[src/rtl/uart_pkg.sv]
// ============================================================================
// Module      : uart_pkg
// Description : Shared UART types and line-level constants (TX and RX sides).
// Revision    : 1.0 - initial release
// ============================================================================
`default_nettype none

package uart_pkg;

    typedef enum logic [2:0] {
        IDLE   = 3'd0,
        START  = 3'd1,
        DATA   = 3'd2,
        PARITY = 3'd3,
        STOP   = 3'd4
    } tx_state_e;

    localparam logic PAR_EVEN   = 1'b0;
    localparam logic PAR_ODD    = 1'b1;

    localparam logic LINE_IDLE  = 1'b1;
    localparam logic LINE_START = 1'b0;
    localparam logic LINE_STOP  = 1'b1;

endpackage : uart_pkg

`default_nettype wire

[src/rtl/uart_tx_parity_calc.sv]
// ============================================================================
// Module      : uart_tx_parity_calc
// Description : Combinational parity of DATA_WIDTH bits; i_par_typ selects
//               even (PAR_EVEN) or odd (PAR_ODD) parity.
// Revision    : 1.0 - initial release
// ============================================================================
`default_nettype none

module uart_tx_parity_calc
    import uart_pkg::*;
#(
    parameter int DATA_WIDTH = 8
) (
    input  logic [DATA_WIDTH-1:0] i_data,
    input  logic                  i_par_typ,
    output logic                  o_parity
);

    // Even parity makes the total count of ones even; odd flips it.
    assign o_parity = (^i_data) ^ (i_par_typ == PAR_ODD);

endmodule : uart_tx_parity_calc

`default_nettype wire

[src/rtl/uart_tx_core.sv]
// ============================================================================
// Module      : uart_tx_core
// Description : UART transmitter, one serial bit per CLK: start, data LSB
//               first, optional parity, stop. Optional one-word hold register
//               enabled by defining UART_TX_HOLD_REG_EN.
// Revision    : 1.0 - initial release
// ============================================================================
`default_nettype none

module uart_tx_core
    import uart_pkg::*;
#(
    parameter int DATA_WIDTH = 8
) (
    input  logic                  CLK,
    input  logic                  RST,
    input  logic [DATA_WIDTH-1:0] P_DATA,
    input  logic                  Data_Valid,
    input  logic                  PAR_EN,
    input  logic                  PAR_TYP,
    output logic                  TX_OUT,
    output logic                  busy
);

    localparam int               CNT_W    = (DATA_WIDTH > 1) ? $clog2(DATA_WIDTH) : 1;
    localparam logic [CNT_W-1:0] CNT_LAST = CNT_W'(DATA_WIDTH - 1);

    tx_state_e             state_q, state_d;
    logic [CNT_W-1:0]      bit_cnt_q, bit_cnt_d;
    logic [DATA_WIDTH-1:0] data_q, data_d;
    logic                  par_en_q, par_en_d;
    logic                  parity_q, parity_d;
    logic                  tx_out_q, tx_out_d;
    logic                  busy_q, busy_d;

    logic                  w_accept;
    logic                  w_src_valid;
    logic [DATA_WIDTH-1:0] w_src_data;
    logic                  w_src_par_en;
    logic                  w_src_par_typ;
    logic                  w_src_parity;
    logic                  w_load_frame;

    assign w_accept = Data_Valid && !busy_q;

`ifdef UART_TX_HOLD_REG_EN
    logic                  hold_valid_q, hold_valid_d;
    logic [DATA_WIDTH-1:0] hold_data_q, hold_data_d;
    logic                  hold_par_en_q, hold_par_en_d;
    logic                  hold_par_typ_q, hold_par_typ_d;

    // A waiting word always goes out before a freshly presented one.
    always_comb begin
        w_src_valid   = hold_valid_q || w_accept;
        w_src_data    = hold_valid_q ? hold_data_q    : P_DATA;
        w_src_par_en  = hold_valid_q ? hold_par_en_q  : PAR_EN;
        w_src_par_typ = hold_valid_q ? hold_par_typ_q : PAR_TYP;
    end

    always_comb begin
        hold_valid_d   = hold_valid_q;
        hold_data_d    = hold_data_q;
        hold_par_en_d  = hold_par_en_q;
        hold_par_typ_d = hold_par_typ_q;
        if (w_load_frame && hold_valid_q) begin
            hold_valid_d = 1'b0;
        end
        // An accepted word parks in the hold register unless it went
        // straight into the frame registers this edge.
        if (w_accept && !(w_load_frame && !hold_valid_q)) begin
            hold_valid_d   = 1'b1;
            hold_data_d    = P_DATA;
            hold_par_en_d  = PAR_EN;
            hold_par_typ_d = PAR_TYP;
        end
    end

    always_ff @(posedge CLK or posedge RST) begin
        if (RST) begin
            hold_valid_q   <= 1'b0;
            hold_data_q    <= '0;
            hold_par_en_q  <= 1'b0;
            hold_par_typ_q <= 1'b0;
        end else begin
            hold_valid_q   <= hold_valid_d;
            hold_data_q    <= hold_data_d;
            hold_par_en_q  <= hold_par_en_d;
            hold_par_typ_q <= hold_par_typ_d;
        end
    end

    assign busy_d = hold_valid_d;
`else
    always_comb begin
        w_src_valid   = w_accept;
        w_src_data    = P_DATA;
        w_src_par_en  = PAR_EN;
        w_src_par_typ = PAR_TYP;
    end

    assign busy_d = (state_d != IDLE);
`endif

    uart_tx_parity_calc #(
        .DATA_WIDTH (DATA_WIDTH)
    ) u_parity (
        .i_data    (w_src_data),
        .i_par_typ (w_src_par_typ),
        .o_parity  (w_src_parity)
    );

    always_comb begin
        state_d      = state_q;
        bit_cnt_d    = bit_cnt_q;
        data_d       = data_q;
        par_en_d     = par_en_q;
        parity_d     = parity_q;
        w_load_frame = 1'b0;

        case (state_q)
            IDLE: begin
                if (w_src_valid) begin
                    w_load_frame = 1'b1;
                    state_d      = START;
                end
            end
            START: begin
                bit_cnt_d = '0;
                state_d   = DATA;
            end
            DATA: begin
                if (bit_cnt_q == CNT_LAST) begin
                    bit_cnt_d = '0;
                    state_d   = par_en_q ? PARITY : STOP;
                end else begin
                    bit_cnt_d = bit_cnt_q + CNT_W'(1);
                end
            end
            PARITY: begin
                state_d = STOP;
            end
            STOP: begin
                if (w_src_valid) begin
                    w_load_frame = 1'b1;
                    state_d      = START;
                end else begin
                    state_d = IDLE;
                end
            end
            default: begin
                state_d   = IDLE;
                bit_cnt_d = '0;
            end
        endcase

        if (w_load_frame) begin
            data_d    = w_src_data;
            par_en_d  = w_src_par_en;
            parity_d  = w_src_parity;
            bit_cnt_d = '0;
        end
    end

    // The line level is registered against the state being entered, so the
    // start bit appears on the same edge that accepts the word.
    always_comb begin
        tx_out_d = LINE_IDLE;
        case (state_d)
            IDLE:    tx_out_d = LINE_IDLE;
            START:   tx_out_d = LINE_START;
            DATA:    tx_out_d = data_d[bit_cnt_d];
            PARITY:  tx_out_d = parity_d;
            STOP:    tx_out_d = LINE_STOP;
            default: tx_out_d = LINE_IDLE;
        endcase
    end

    always_ff @(posedge CLK or posedge RST) begin
        if (RST) begin
            state_q   <= IDLE;
            bit_cnt_q <= '0;
            data_q    <= '0;
            par_en_q  <= 1'b0;
            parity_q  <= 1'b0;
            tx_out_q  <= LINE_IDLE;
            busy_q    <= 1'b0;
        end else begin
            state_q   <= state_d;
            bit_cnt_q <= bit_cnt_d;
            data_q    <= data_d;
            par_en_q  <= par_en_d;
            parity_q  <= parity_d;
            tx_out_q  <= tx_out_d;
            busy_q    <= busy_d;
        end
    end

    assign TX_OUT = tx_out_q;
    assign busy   = busy_q;

endmodule : uart_tx_core

`default_nettype wire

[config.mk]
export PLATFORM = sky130hd
export DESIGN_NAME = uart_tx_core
export DESIGN_NICKNAME = d
export VERILOG_FILES = /design/src/rtl/uart_pkg.sv /design/src/rtl/uart_tx_parity_calc.sv /design/src/rtl/uart_tx_core.sv
export SDC_FILE = /design/constraint.sdc
export NUM_CORES = 1
export LEC_CHECK = 0
export CORE_MARGIN = 1.5
export CORE_UTILIZATION = 46
export DETAILED_ROUTE_END_ITERATION = 10
export PLACE_DENSITY = 0.72
export REMOVE_ABC_BUFFERS = 1
export SLEW_MARGIN = 20
export SYNTH_ARGS = -nofsm -noshare
export SYNTH_HDL_FRONTEND = slang
export SYNTH_SLANG_ARGS = --single-unit
[constraint.sdc]
create_clock -name CLK -period 1.9 [get_ports CLK]
set_input_delay 0.19 -clock CLK [delete_from_list [all_inputs] [get_ports CLK]]
set_output_delay 0.19 -clock CLK [all_outputs]
set_load 0.02 [all_outputs]
==> impl_metrics.py <==
metrics = {
    "floorplanning": {
        "die_h_um": 47.6,
        "core-area_sq_um": 1800,
        "pin_count": 15,
        "die_w_um": 47.6,
        "row_count": 15,
        "dieArea_sq_um": 2260,
        "initial_core_util_pct": 50.7,
    },
    "grt": {
        "grt_pass1_wl_um": 3150,
        "overflow": 0,
        "grt_pass1_vias": 730,
        "grt_max_degree": 19,
        "grt_usage_pct": 20.5,
        "antenna_found_initial": 0,
    },
    "worst_setup_path": {
        "regToRegStartpoint": "busy",
        "cp-end-kind": "register",
        "cp_max_fo": 4,
        "crit_required_ns": 2.12,
        "regToRegEndpoint": "TX_OUT",
        "cp.buffers_inverters": 1,
        "r2r_slack_ns": -0.14,
        "cpPeakStageDelay_ns": 0.48,
        "crit_type": "reg2reg",
        "critPathTopFamily": "multiplexers",
        "reg2reg_depth": 7,
        "critPathSlowestCell": "mux4_2",
        "critPathArrivalTime_ns": 2.26,
        "cp_cell_sequence": "nand2b_4 -> nor3_4 -> buf_6 -> mux2_4 -> mux4_2 -> o221ai_2 -> nand2_1",
        "critPathLaunchType": "register",
    },
    "hold_path": {
        "hp-class": "in2async",
    },
    "sta": {
        "timing.hold.ws_ns": 0.291,
        "finalMaxSlewViolations": 0,
        "max_freq_mhz": 490,
        "relSlewSlack_pct": 54.5,
        "worst_slew_pin_slew_ns": 0.682,
        "period_needed_ns": 2.04,
        "clock_skew_ns": 0.00566,
        "rsz0062_at_grt": "yes",
        "report.final.setup_viol": 1,
        "hold_violations": 0,
        "period_share_pct": 107,
        "setup_slack_ns": -0.140,
    },
    "clocking": {
        "clock_path_buffers": 2,
        "clk_pin_slew_ns": 0.10,
        "clk_latency_ns": 0.29,
        "cts_tree": "built",
        "cts_buffers": 3,
        "htreeDepth": 1,
        "cts_root_buffer": "clkbuf_4",
        "cts_sinks": 18,
    },
    "run_status": {
        "status": "finished, violations left",
        "violations": "setup timing",
    },
    "route": {
        "drt_iter0_drc": 7,
        "num_vias": 677,
        "firstDrtPassIters": 4,
        "wl_per_cell_um": 13.8,
        "drc": 0,
        "viasPerCell": 4.91,
        "drt-total-wl_um": 1900,
        "antenna_left": 0,
    },
    "layout": {
        "nets": 129,
        "n_antenna_cell": 0,
        "drive_gt1_share_pct": 43.4,
        "final_cells": 138,
        "layout_commonest_cell": "buf_4",
        "areaGrowthSynthToFinish_pct": 48.1,
        "most-common-layout-cells": "buf_4, dfrtp_1, clkdlybuf4s50_1",
    },
    "pwr": {
        "max-vdd-ir-drop_mv": 0.848,
        "p_leak_nw": 0.609,
        "total_power_mw": 2.12,
        "p_per_area_nw_per_um2": 1560,
    },
    "yosys": {
        "yosys_warnings": 0,
        "syn_area_per_cell_sq_um": 12.3,
        "synth_edf_count": 0,
        "ys_seq_area_share_pct": 49.5,
        "synth_async_sr_flop_share_pct": 100,
        "netlist_area_sq_um": 913,
        "synth-seq-cells": 18,
        "synthesis.instances": 74,
        "synth_cell_types": 32,
        "ys_dominant_reg_cell": "dfrtp_1",
    },
    "placement": {
        "hpwl_um": 1330,
        "portBuffers": 14,
        "post-place-ws_ns": -0.376,
        "place_inst": 129,
        "routabilityCongestion": 0.813,
    },
    "job": {
        "max-cap-violations": 0,
    },
}
==> worst max path at each step <==
stage          startpoint     end  cells after the start
2_1_floorplan        busy  TX_OUT                      6
3_3_place_gp   Data_Valid  TX_OUT                      8
3_5_place_dp   Data_Valid  TX_OUT                      8
4_1_cts              busy  TX_OUT                      7
5_1_grt              busy  TX_OUT                      7
6_report             busy  TX_OUT                      7
==> report_power, final <==
group          total [mW]  internal, mW  switching, mW
Combinational        1.27         0.781          0.490
Clock               0.192        0.0817          0.110
Sequential          0.653         0.568         0.0851
Total                2.12          1.43          0.685
==> synth_stat cells, types with 2 or more instances <==
cell | count | area [sq um]
xor2_1 | 2 | 17.5
inv_1 | 4 | 15.0
mux2i_1 | 2 | 20.0
dfrtp_1 | 17 | 425
nor2_1 | 4 | 15.0
nand2b_1 | 2 | 12.5
mux2_2 | 4 | 45.0
mux4_2 | 2 | 45.0
xnor2_1 | 6 | 52.6
ha_1 | 2 | 25.0
nand2_1 | 5 | 18.8
mux2_1 | 2 | 22.5
mux2_4 | 3 | 45.0
==> cell type report <==
type	count	area [sq um]
Clock buffer	4	26.3
Inverter	4	15.0
Timing Repair Buffer	37	320
Fill cell	131	449
Sequential cell	18	453
Tap cell	25	31.3
Multi-Input combinational cell	50	507
==> layer usage <==
layer / wire length [um] / up-vias / GRT usage [%]
met4: 10 / 0 / 5.95
met1: 863 / 329 / 23.5
met5: 0 / - / 0
met3: 65 / 3 / 7.17
met2: 964 / 11 / 36.2
li1: - / 334 / -
==> what timing repair did <==
item | 4_1_cts | 5_1_grt
hold buffers | 0 | 0
setup buffers | 2 | 2
setup endpoints to repair | 1 | 2
pin swaps | 4 | 7
resized for setup | 13 | 5
cloned | 1 | 0
==> state kept, by name, summed over array words and instances (netlist names) <==
register and cells:
data_q 8, par_en_q 1, TX_OUT 1, busy 1
state_q 3, parity_q 1, bit_cnt_q 3
==> kinds of logic after synthesis <==
family,Yosys count,share of synthesized area [%]
multiplexers,13,19.5
adder cells (fa/ha/maj),2,2.74
buffers and inverters,6,3.42
flip-flops,18,49.5
AO/OA/AOI/OAI,8,6.44
XOR/XNOR,8,7.67
AND/OR/NAND/NOR,19,10.8
==> metrics by stage <==
stage	utilization (%)	cell area [sq um]	setup TNS, ns
after floorplan	-	897	-0.452
final	75.1	1350	-0.140
after detailed placement	66.8	1200	-0.376
after global routing	75.1	1350	-0.226
after CTS	72.4	1300	-0.135
after global placement	66.8	1200	-0.320
Power figures use the tool's default switching activity.
